`config.mk`:
```
export PLATFORM = sky130hd
export DESIGN_NAME = mem_arbiter_flat
export DESIGN_NICKNAME = d
export VERILOG_FILES = /design/src/rtl/mem_arbiter_if.sv /design/src/rtl/mem_arbiter.sv /design/src/flat_wrapper.sv
export SDC_FILE = /design/constraint.sdc
export NUM_CORES = 1
export LEC_CHECK = 0
export ABC_AREA = 1
export CORE_MARGIN = 8
export CORE_UTILIZATION = 38
export CTS_CLUSTER_DIAMETER = 150
export DETAILED_ROUTE_END_ITERATION = 10
export GPL_TIMING_DRIVEN = 0
export PLACE_DENSITY_LB_ADDON = 0.2
export REMOVE_ABC_BUFFERS = 1
export SLEW_MARGIN = 20
export SYNTH_ARGS = -nofsm -noshare
export SYNTH_HDL_FRONTEND = slang
export SYNTH_SLANG_ARGS = --single-unit
```
`constraint.sdc`:
```
create_clock -name clk_i -period 3.53 [get_ports clk_i]
set_input_delay 0.353 -clock clk_i [delete_from_list [all_inputs] [get_ports clk_i]]
set_output_delay 0.353 -clock clk_i [all_outputs]
set_load 0.01 [all_outputs]
```
`src/rtl/mem_arbiter_if.sv`:
```
// Bundle of the two requester ports and the shared external memory port.
// The arbiter connects through the slave modport; requesters and the memory
// model connect through the master modport.
interface mem_arbiter_if;
   // Port 0 (instruction fetch)
   logic        p0_cmd;
   logic        p0_we;
   logic [1:0]  p0_byte_enable;
   logic [31:0] p0_addr;
   logic [31:0] p0_data_out;
   logic        p0_ack;
   logic [31:0] p0_data_in;
   logic        p0_data_ready;

   // Port 1 (load/store)
   logic        p1_cmd;
   logic        p1_we;
   logic [1:0]  p1_byte_enable;
   logic [31:0] p1_addr;
   logic [31:0] p1_data_out;
   logic        p1_ack;
   logic [31:0] p1_data_in;
   logic        p1_data_ready;

   // External memory port
   logic        mem_ready;
   logic        mem_cmd;
   logic        mem_we;
   logic [1:0]  mem_byte_enable;
   logic [31:0] mem_addr;
   logic [31:0] mem_data_out;
   logic [31:0] mem_data_in;
   logic        mem_data_ready;

   // Status
   logic        busy;
   logic        bus_error;

   modport slave (
      input  p0_cmd, p0_we, p0_byte_enable, p0_addr, p0_data_out,
      output p0_ack, p0_data_in, p0_data_ready,
      input  p1_cmd, p1_we, p1_byte_enable, p1_addr, p1_data_out,
      output p1_ack, p1_data_in, p1_data_ready,
      input  mem_ready, mem_data_in, mem_data_ready,
      output mem_cmd, mem_we, mem_byte_enable, mem_addr, mem_data_out,
      output busy, bus_error
   );

   modport master (
      output p0_cmd, p0_we, p0_byte_enable, p0_addr, p0_data_out,
      input  p0_ack, p0_data_in, p0_data_ready,
      output p1_cmd, p1_we, p1_byte_enable, p1_addr, p1_data_out,
      input  p1_ack, p1_data_in, p1_data_ready,
      output mem_ready, mem_data_in, mem_data_ready,
      input  mem_cmd, mem_we, mem_byte_enable, mem_addr, mem_data_out,
      input  busy, bus_error
   );
endinterface

```
`src/rtl/mem_arbiter.sv`:
```
// Two-port round-robin arbiter for the single external memory port.
// One registered command per grant; an outstanding read is tracked until data
// returns (routed to the granted port) or a timeout aborts it with bus_error.
module mem_arbiter #(
   parameter int unsigned Timeout = 255  // 0 disables the read timeout
) (
   input logic          clk_i,
   input logic          rst_i,
   mem_arbiter_if.slave bus_io
);

   // At least one bit even when the timeout is disabled.
   localparam int unsigned    CntW       = (Timeout == 0) ? 1 : $clog2(Timeout + 1);
   localparam logic [CntW-1:0] CntMax     = '1;
   localparam logic [CntW-1:0] TimeoutCnt = CntW'(Timeout);

   typedef enum logic [1:0] {StIdle, StIssue, StWaitRead} state_e;

   state_e          state_q;
   logic            grant_q;
   logic            last_q;
   logic [CntW-1:0] cnt_q;
   logic            mem_cmd_q;
   logic            mem_we_q;
   logic [1:0]      mem_be_q;
   logic [31:0]     mem_addr_q;
   logic [31:0]     mem_wdata_q;
   logic            p0_ack_q;
   logic            p1_ack_q;
   logic            bus_error_q;

   logic            req_any;
   logic            winner;
   logic            win_we;
   logic [1:0]      win_be;
   logic [31:0]     win_addr;
   logic [31:0]     win_wdata;
   logic [CntW-1:0] cnt_d;
   logic            timed_out;
   logic            wait_ready;

   // Round-robin winner selection and mux of the winner's command fields.
   always_comb begin
      req_any = bus_io.p0_cmd | bus_io.p1_cmd;
      if (bus_io.p0_cmd && bus_io.p1_cmd) begin
         winner = ~last_q;
      end else begin
         winner = bus_io.p1_cmd;
      end
      if (winner) begin
         win_we    = bus_io.p1_we;
         win_be    = bus_io.p1_byte_enable;
         win_addr  = bus_io.p1_addr;
         win_wdata = bus_io.p1_data_out;
      end else begin
         win_we    = bus_io.p0_we;
         win_be    = bus_io.p0_byte_enable;
         win_addr  = bus_io.p0_addr;
         win_wdata = bus_io.p0_data_out;
      end
   end

   // Saturating read-wait counter and abort condition.
   always_comb begin
      cnt_d     = (cnt_q == CntMax) ? cnt_q : cnt_q + CntW'(1);
      timed_out = (Timeout != 0) && (cnt_d == TimeoutCnt);
   end

   // Arbitration FSM with registered command, ack and error outputs.
   always_ff @(posedge clk_i or posedge rst_i) begin
      if (rst_i) begin
         state_q     <= StIdle;
         grant_q     <= 1'b0;
         last_q      <= 1'b1;  // port 0 wins the first tie
         cnt_q       <= '0;
         mem_cmd_q   <= 1'b0;
         mem_we_q    <= 1'b0;
         mem_be_q    <= 2'b00;
         mem_addr_q  <= 32'h0;
         mem_wdata_q <= 32'h0;
         p0_ack_q    <= 1'b0;
         p1_ack_q    <= 1'b0;
         bus_error_q <= 1'b0;
      end else begin
         // Strobes default low; each is high for exactly one cycle.
         mem_cmd_q   <= 1'b0;
         p0_ack_q    <= 1'b0;
         p1_ack_q    <= 1'b0;
         bus_error_q <= 1'b0;
         case (state_q)
            StIdle: begin
               if (bus_io.mem_ready && req_any) begin
                  mem_we_q    <= win_we;
                  mem_be_q    <= win_be;
                  mem_addr_q  <= win_addr;
                  mem_wdata_q <= win_wdata;
                  mem_cmd_q   <= 1'b1;
                  p0_ack_q    <= ~winner;
                  p1_ack_q    <= winner;
                  grant_q     <= winner;
                  last_q      <= winner;
                  state_q     <= StIssue;
               end
            end
            StIssue: begin
               if (mem_we_q) begin
                  state_q <= StIdle;
               end else begin
                  cnt_q   <= '0;
                  state_q <= StWaitRead;
               end
            end
            StWaitRead: begin
               // Returned data wins over a coincident timeout.
               if (bus_io.mem_data_ready) begin
                  state_q <= StIdle;
               end else if (timed_out) begin
                  bus_error_q <= 1'b1;
                  state_q     <= StIdle;
               end else begin
                  cnt_q <= cnt_d;
               end
            end
            default: state_q <= StIdle;
         endcase
      end
   end

   // Read completions are steered to the granted port only while waiting.
   always_comb begin
      wait_ready           = (state_q == StWaitRead) && bus_io.mem_data_ready;
      bus_io.p0_data_ready = wait_ready && !grant_q;
      bus_io.p1_data_ready = wait_ready && grant_q;
   end

   assign bus_io.p0_data_in      = bus_io.mem_data_in;
   assign bus_io.p1_data_in      = bus_io.mem_data_in;
   assign bus_io.p0_ack          = p0_ack_q;
   assign bus_io.p1_ack          = p1_ack_q;
   assign bus_io.mem_cmd         = mem_cmd_q;
   assign bus_io.mem_we          = mem_we_q;
   assign bus_io.mem_byte_enable = mem_be_q;
   assign bus_io.mem_addr        = mem_addr_q;
   assign bus_io.mem_data_out    = mem_wdata_q;
   assign bus_io.busy            = (state_q != StIdle);
   assign bus_io.bus_error       = bus_error_q;

   // Only one port is ever acked, and only alongside the command strobe.
   a_ack_onehot : assert property (@(posedge clk_i) disable iff (rst_i)
      !(bus_io.p0_ack && bus_io.p1_ack));
   a_ack_with_cmd : assert property (@(posedge clk_i) disable iff (rst_i)
      ((bus_io.p0_ack || bus_io.p1_ack) == bus_io.mem_cmd));

endmodule

```
`src/flat_wrapper.sv`:
```
// flat-port wrapper written by rule: the top's interface ports become plain ports
module mem_arbiter_flat 
#(
   parameter int unsigned Timeout = 255                                
)
  (clk_i, rst_i, bus_io_p0_cmd, bus_io_p0_we, bus_io_p0_byte_enable, bus_io_p0_addr, bus_io_p0_data_out, bus_io_p0_ack, bus_io_p0_data_in, bus_io_p0_data_ready, bus_io_p1_cmd, bus_io_p1_we, bus_io_p1_byte_enable, bus_io_p1_addr, bus_io_p1_data_out, bus_io_p1_ack, bus_io_p1_data_in, bus_io_p1_data_ready, bus_io_mem_ready, bus_io_mem_data_in, bus_io_mem_data_ready, bus_io_mem_cmd, bus_io_mem_we, bus_io_mem_byte_enable, bus_io_mem_addr, bus_io_mem_data_out, bus_io_busy, bus_io_bus_error);
  mem_arbiter_if bus_io_i ();
  input logic clk_i;
  input logic rst_i;
  input wire logic [$bits(bus_io_i.p0_cmd)-1:0] bus_io_p0_cmd;
  input wire logic [$bits(bus_io_i.p0_we)-1:0] bus_io_p0_we;
  input wire logic [$bits(bus_io_i.p0_byte_enable)-1:0] bus_io_p0_byte_enable;
  input wire logic [$bits(bus_io_i.p0_addr)-1:0] bus_io_p0_addr;
  input wire logic [$bits(bus_io_i.p0_data_out)-1:0] bus_io_p0_data_out;
  output wire logic [$bits(bus_io_i.p0_ack)-1:0] bus_io_p0_ack;
  output wire logic [$bits(bus_io_i.p0_data_in)-1:0] bus_io_p0_data_in;
  output wire logic [$bits(bus_io_i.p0_data_ready)-1:0] bus_io_p0_data_ready;
  input wire logic [$bits(bus_io_i.p1_cmd)-1:0] bus_io_p1_cmd;
  input wire logic [$bits(bus_io_i.p1_we)-1:0] bus_io_p1_we;
  input wire logic [$bits(bus_io_i.p1_byte_enable)-1:0] bus_io_p1_byte_enable;
  input wire logic [$bits(bus_io_i.p1_addr)-1:0] bus_io_p1_addr;
  input wire logic [$bits(bus_io_i.p1_data_out)-1:0] bus_io_p1_data_out;
  output wire logic [$bits(bus_io_i.p1_ack)-1:0] bus_io_p1_ack;
  output wire logic [$bits(bus_io_i.p1_data_in)-1:0] bus_io_p1_data_in;
  output wire logic [$bits(bus_io_i.p1_data_ready)-1:0] bus_io_p1_data_ready;
  input wire logic [$bits(bus_io_i.mem_ready)-1:0] bus_io_mem_ready;
  input wire logic [$bits(bus_io_i.mem_data_in)-1:0] bus_io_mem_data_in;
  input wire logic [$bits(bus_io_i.mem_data_ready)-1:0] bus_io_mem_data_ready;
  output wire logic [$bits(bus_io_i.mem_cmd)-1:0] bus_io_mem_cmd;
  output wire logic [$bits(bus_io_i.mem_we)-1:0] bus_io_mem_we;
  output wire logic [$bits(bus_io_i.mem_byte_enable)-1:0] bus_io_mem_byte_enable;
  output wire logic [$bits(bus_io_i.mem_addr)-1:0] bus_io_mem_addr;
  output wire logic [$bits(bus_io_i.mem_data_out)-1:0] bus_io_mem_data_out;
  output wire logic [$bits(bus_io_i.busy)-1:0] bus_io_busy;
  output wire logic [$bits(bus_io_i.bus_error)-1:0] bus_io_bus_error;
  assign bus_io_i.p0_cmd = bus_io_p0_cmd;
  assign bus_io_i.p0_we = bus_io_p0_we;
  assign bus_io_i.p0_byte_enable = bus_io_p0_byte_enable;
  assign bus_io_i.p0_addr = bus_io_p0_addr;
  assign bus_io_i.p0_data_out = bus_io_p0_data_out;
  assign bus_io_p0_ack = bus_io_i.p0_ack;
  assign bus_io_p0_data_in = bus_io_i.p0_data_in;
  assign bus_io_p0_data_ready = bus_io_i.p0_data_ready;
  assign bus_io_i.p1_cmd = bus_io_p1_cmd;
  assign bus_io_i.p1_we = bus_io_p1_we;
  assign bus_io_i.p1_byte_enable = bus_io_p1_byte_enable;
  assign bus_io_i.p1_addr = bus_io_p1_addr;
  assign bus_io_i.p1_data_out = bus_io_p1_data_out;
  assign bus_io_p1_ack = bus_io_i.p1_ack;
  assign bus_io_p1_data_in = bus_io_i.p1_data_in;
  assign bus_io_p1_data_ready = bus_io_i.p1_data_ready;
  assign bus_io_i.mem_ready = bus_io_mem_ready;
  assign bus_io_i.mem_data_in = bus_io_mem_data_in;
  assign bus_io_i.mem_data_ready = bus_io_mem_data_ready;
  assign bus_io_mem_cmd = bus_io_i.mem_cmd;
  assign bus_io_mem_we = bus_io_i.mem_we;
  assign bus_io_mem_byte_enable = bus_io_i.mem_byte_enable;
  assign bus_io_mem_addr = bus_io_i.mem_addr;
  assign bus_io_mem_data_out = bus_io_i.mem_data_out;
  assign bus_io_busy = bus_io_i.busy;
  assign bus_io_bus_error = bus_io_i.bus_error;
  mem_arbiter #(.Timeout(Timeout)) u_core (.clk_i(clk_i), .rst_i(rst_i), .bus_io(bus_io_i));
endmodule
```
# --- After elaboration in Yosys (flattened, before gate mapping) ---
# Cells that the tools add are included.
totals:
  regBits: 83
  in_bits: 172
  out_inout_bits: 138
  elab_cells: 61
op_classes:
  n_addsub: 1
  n_eq_ne: 9
  mux: 24
  bitwise: 3
  reduce_logical: 12
op_table:
  columns: ["cell", "count"]
  rows:
  - ["2-to-1 mux 32 bit", 2]
  - ["2-to-1 mux 8 bit", 4]
  - ["equality test 8 bit (second input constant)", 2]
  - ["one-hot mux 8 bit (2 select lines)", 1]
  - ["2-to-1 mux 1 bit", 11]
  - ["2-to-1 mux 2 bit", 5]
  - ["adder 8 x 1 -> 8 bit (second input constant)", 1]
  - ["!= test 2 bit (second input constant)", 3]
  - ["one-hot mux 2 bit (3 select lines)", 1]
  - ["logical AND 1 bit", 5]
  - ["AND reduction 2 bit", 2]
  - ["AND reduction 4 bit", 1]
  - ["nonzero test 2 bit", 2]
  - ["!= test 3 x 2 -> 1 bit (second input constant)", 1]
  - ["equality test 2 x 1 -> 1 bit (second input constant)", 1]
  - ["equality test 2 bit (second input constant)", 1]
  - ["zero test 2 bit", 1]
  - ["!= test 2 x 1 -> 1 bit (second input constant)", 1]
  - ["inverter 1 bit", 2]
  - ["zero test 1 bit", 1]
  - ["bitwise OR 1 bit", 1]

# --- Depth between registers and ports, before layout ---
depth:
  ltp_word: 6
  depth_mapped: 12
  mapped_depth_nobuf: 12

# --- Worst setup path after synthesis ---
# Ideal clock, no wire load.
synth_timing:
  path_type: "register to register"
  from: "reg u_core.cnt_q[0]"
  to: "reg u_core.cnt_q[0]"
  setup_ns: 0.117
  t_arrival_ns: 1.453
  setup_slack_ns: 1.960
  path_stages_with_launch: 11
  n_path_buf: 0
  path_cell_list: "dfrtp_1 > ha_1 > nand2_2 > nor2_4 > nand2_4 > nand3_1 > nand3_2 > nor2_2 > nand2_1 > nand4_1 > nand2_1"
synth_via:
  elab_chain_cells: 5
  word_cells_on_any_way: 9
  classes_between: "add/sub (1); eq/ne (3); mux (4); reduce/logical (1)"
synth_rtl:
  columns: ["item", "line", "text"]
  rows:
  - ["from (decl)", "mem_arbiter.sv:22", "logic [CntW-1:0] cnt_q;"]
  - ["from (signal assigned)", "mem_arbiter.sv:121", "cnt_q <= cnt_d;"]
  - ["adder 8 x 1 -> 8 bit or equality test 8 bit (tied branches)", "mem_arbiter.sv:65", "cnt_d = (cnt_q == CntMax) ? cnt_q : cnt_q + CntW'(1);"]
  - ["2-to-1 mux 8 bit (*)", "mem_arbiter.sv:65", null]
  - ["equality test 8 bit or 2-to-1 mux 8 bit (tied branches)", "mem_arbiter.sv:66, mem_arbiter.sv:117", null]
  - ["!= test 2 bit (no line) or 2-to-1 mux 8 bit (tied branches)", null, null]
  - ["AND reduction 4 bit (no line) or one-hot mux 8 bit (2 select lines) (tied branches)", null, null]
# Mark *: on every way between the ends. The rest lies on a longest branch, timed or not. The select of a mux whose other input is x is not followed.
# A chain may end at the register's enable or synchronous reset.

# --- Worst setup path after layout ---
layout_timing:
  from: "reg u_core.state_q[0]"
  to: "out bus_io_p0_data_ready"
layout_via:
  elab_chain_cells: 3
layout_rtl:
  columns: ["item", "line", "text"]
  rows:
  - ["from (decl)", "mem_arbiter.sv:19", "state_e state_q;"]
  - ["from (signal assigned)", "mem_arbiter.sv:72", "state_q <= StIdle;"]
  - ["from (signal assigned)", "mem_arbiter.sv:102", "state_q <= StIssue;"]
  - ["from (signal assigned)", "mem_arbiter.sv:107", "state_q <= StIdle;"]
  - ["equality test 2 bit", "mem_arbiter.sv:131", "wait_ready = (state_q == StWaitRead) && bus_io.mem_data_ready;"]
  - ["logical AND 1 bit", "mem_arbiter.sv:131", null]
  - ["logical AND 1 bit", "mem_arbiter.sv:132", "bus_io.p0_data_ready = wait_ready && !grant_q;"]
  - ["to (decl)", "flat_wrapper.sv:17", "output wire logic [$bits(bus_io_i.p0_data_ready)-1:0] bus_io_p0_data_ready;"]
# Every way passes these cells.

==> results.md <==
* Detail Placement HPWL at about 13 mm
* Reg-to-reg endpoint: u_core.bus_io.mem_byte_enable[0]$_DFFE_PP0P_
* CTS Buf Count at 9
* Final core utilization at 0.573
* Initial DRT Pass Iterations at 4
* Initial antenna violation count at 0
* Routed Antenna Nets at 0
* Worst slew pin tran at 745 ps
* Worst Setup Path Type: reg2out
* Share of Yosys cell area claimed by the top area cell type at 0.477
* Slew Viols, Final at 0
* Layout cells sized above 1 at 0.0564
* Resized cells post-CTS at 0
* Sequential fraction of the synthesis area at 0.484
* CTS tree: yes
* Max-Cap Viols at 0
* Yosys warns at 0
* Syn Std Cell Area at about 4300 µm²
* Area delta synth->final at 49.5%
* Pin count of the biggest net entering global routing at 70
* Die boundary height at about 120 µm
* Die span in x at between 100 and 150 µm
* Required @ worst endpoint at around 3200 ps
* Power per cell area at between 700 and 800 nW/µm²
* Post-route insts no fill at 835
* Relative slew margins at 0.503
* Clk sink count at 83
* Area of placed instances at 6110 µm²
* FF-to-FF path depth at 9
* Tmin final at 2340 ps
* Die area at 15000 µm²
* Worst Path Max Fanout at 10
* Final instance area at approximately 6400 µm²
* Max Clock Skew at around 7.8 ps
* Longest Clk Path Bufs at 2
* Total gr overflow at 0
* Placed Cells at 819
* Filler cell count at about 1.0k
* FP Rows at 39
* Period utilization at 0.664
* Initial Utilization at 0.383
* WL final at roughly 17 mm
* CTS Hold Buffers Added at 0
* Synth area leader: dfrtp_1
* Placeable core area at between 10000 and 15000 µm²
* Critical path launch point type: flip-flop
* Final #Nets at 860
* Clock Tree Root: clkbuf_16
* Via density at 4.87
* Leak at slightly below 3 nW
* Post-CTS Setup Inserts at 0
* Maximum VDD drop at around 0.43 mV
* Fmax at approximately 430 MHz
* IO Port Bufs at around 210
* First-pass GRT wire length at about 25 mm
* Vias in the first global route at between 4k and 5k
* Outcome: completed
* Largest cells by area after synthesis: dfrtp_1 48%, nand2_1 22%, buf_4 12%, nand3_1 8.7%, buf_2 1.6%
* Arrival @ worst endpoint at 1990 ps
* DRC violations left at 0
* I/O pin count at slightly above 300
* Drt initial violations at roughly 240
* Synth cell types at 22
* CP endpoint kind: output port
* Antenna cell count at 0
* Minimum setup slack in the final design at around 1200 ps
* DR vias at slightly above 4k
* Hold Path Class: in2async
* GRT Util Overall at 0.219
* GPL Wtd Cong at between 0.8 and 0.9
* Routed length per instance at approximately 20 µm
* Final Hold Viols at 0
* CTS H-tree lvls at 3
* R2R setup slack at between 1000 and 1500 ps
* Worst-Skew Late Latency at between 300 and 400 ps
* Worst r2r src: u_core.state_q[0]$_DFFE_PP0P_
* Pre-CTS setup slack at between 800 and 900 ps
* Synth Instances at ~550
* RSZ-0062 raised after global routing: no
* Mean Syn Cell Area at about 8 µm²
* WHS at 378 ps
* Synth Register Bits at a little over 80
* Final setup vio count at 0
* Clock transition at path regs at 60 ps
-- cells in the mapped netlist (all sizes together) --
cell type  count
ha             1
dfrtp         82
nor2          16
o22ai          1
dfstp          1
nand2        252
nor3           1
o21ai          4
clkbuf         5
nand3         78
inv           15
xnor2          1
nand4          8
buf           80
-- registers in the layout, indices dropped and copies added (netlist names) --
| register | flops |
|---|---|
| u_core.bus_io.mem_addr | 32 |
| u_core.bus_io.p1_ack | 1 |
| u_core.bus_io.mem_we | 1 |
| u_core.last_q | 1 |
| u_core.bus_io.bus_error | 1 |
| u_core.bus_io.mem_data_out | 32 |
| u_core.cnt_q | 8 |
| u_core.grant_q | 1 |
| u_core.bus_io.mem_byte_enable | 2 |
| u_core.bus_io.p0_ack | 1 |
| u_core.state_q | 2 |
| u_core.bus_io.mem_cmd | 1 |
-- kinds of logic (layout without fill, tap and decap cells) --
kind of cell | after synthesis | in the layout | share of synthesized area
AND/OR/NAND/NOR | 355 | 355 | 0.354
buffers and inverters | 100 | 247 | 0.149
flip-flops | 83 | 83 | 0.484
AO/OA/AOI/OAI | 5 | 5 | 0.00844
adder cells (fa/ha/maj) | 1 | 1 | 0.00291
XOR/XNOR | 1 | 1 | 0.00204
-- final cells by class --
class | count | area, µm² | area share
Clock buffer | 12 | 246 | 0.0383
Clock inverter | 4 | 73.8 | 0.0115
Sequential cell | 83 | 2080 | 0.323
Multi-Input combinational cell | 362 | 1580 | 0.246
Timing Repair Buffer | 216 | 2210 | 0.343
Tap cell | 143 | 179 | 0.0278
Inverter | 15 | 63.8 | 0.00993
-- layer usage --
| layer | wire, µm | global-route usage | vias up | share of wire |
|---|---|---|---|---|
| li1 | - | - | 1933 | - |
| met5 | 74 | 0.0461 | - | 0.0044 |
| met4 | 218 | 0.0632 | 3 | 0.013 |
| met2 | 6970 | 0.294 | 221 | 0.42 |
| met3 | 2170 | 0.124 | 16 | 0.13 |
| met1 | 7340 | 0.288 | 1893 | 0.44 |
-- worst max path at each step --
stage                                              from                                            to  slack (ps)  cells after the start
after floorplan                                   rst_i             u_core.bus_io.bus_error$_DFF_PP0_        1040                      1
after global placement                            rst_i  u_core.bus_io.mem_byte_enable[0]$_DFFE_PP0P_        -460                      2
after detailed placement                  bus_io_p1_cmd  u_core.bus_io.mem_byte_enable[0]$_DFFE_PP0P_         810                      9
after CTS                                 bus_io_p0_cmd  u_core.bus_io.mem_byte_enable[0]$_DFFE_PP0P_        1150                      9
after global routing                      bus_io_p0_cmd        u_core.bus_io.mem_addr[22]$_DFFE_PP0P_        1030                      9
final                     u_core.state_q[0]$_DFFE_PP0P_                          bus_io_p0_data_ready        1190                      4
-- power by group --
| part | internal (mW) | switching (mW) |
|---|---|---|
| Clock | 0.640 | 0.367 |
| Sequential | 1.37 | 0.248 |
| Combinational | 1.08 | 0.934 |
-- cell usage in the layout, fill, tap and decap left out --
master | Yosys | final
nor2_1 | 8 | 8
ha_1 | 1 | 1
nand3_1 | 75 | 75
nor3_1 | 1 | 1
nor2_4 | 3 | 3
nand2_4 | 2 | 2
o22ai_2 | 1 | 1
clkinv_4 | 0 | 1
xnor2_1 | 1 | 1
nand3_2 | 3 | 3
bufinv_16 | 0 | 2
inv_1 | 12 | 11
clkinv_2 | 0 | 1
clkbuf_16 | 0 | 9
nand2_1 | 248 | 248
clkbuf_1 | 5 | 2
clkbuf_8 | 0 | 1
dfstp_2 | 1 | 1
clkdlybuf4s50_1 | 0 | 213
buf_12 | 0 | 1
nor2_2 | 5 | 5
inv_2 | 3 | 1
o21ai_0 | 3 | 3
nand2_2 | 2 | 2
buf_16 | 0 | 2
dfrtp_1 | 82 | 82
inv_4 | 0 | 3
nand4_1 | 8 | 8
o21ai_2 | 1 | 1
-- worst max-delay path: stages, from the launching register on --
cell,delay (ps)
dfrtp_1,400
nor2_2,420
nand2_1,160
nor2_1,140
clkdlybuf4s50_1,560
-- through the flow --
step                setup TNS (ps)  power, mW
detailed placement               0       3.67
global placement            -37220       3.62
global route                     0       4.93
CTS                              0       4.71
finish                           0       4.65
floorplan                        0       2.38
Note: power is estimated with default switching activity, not from simulation.
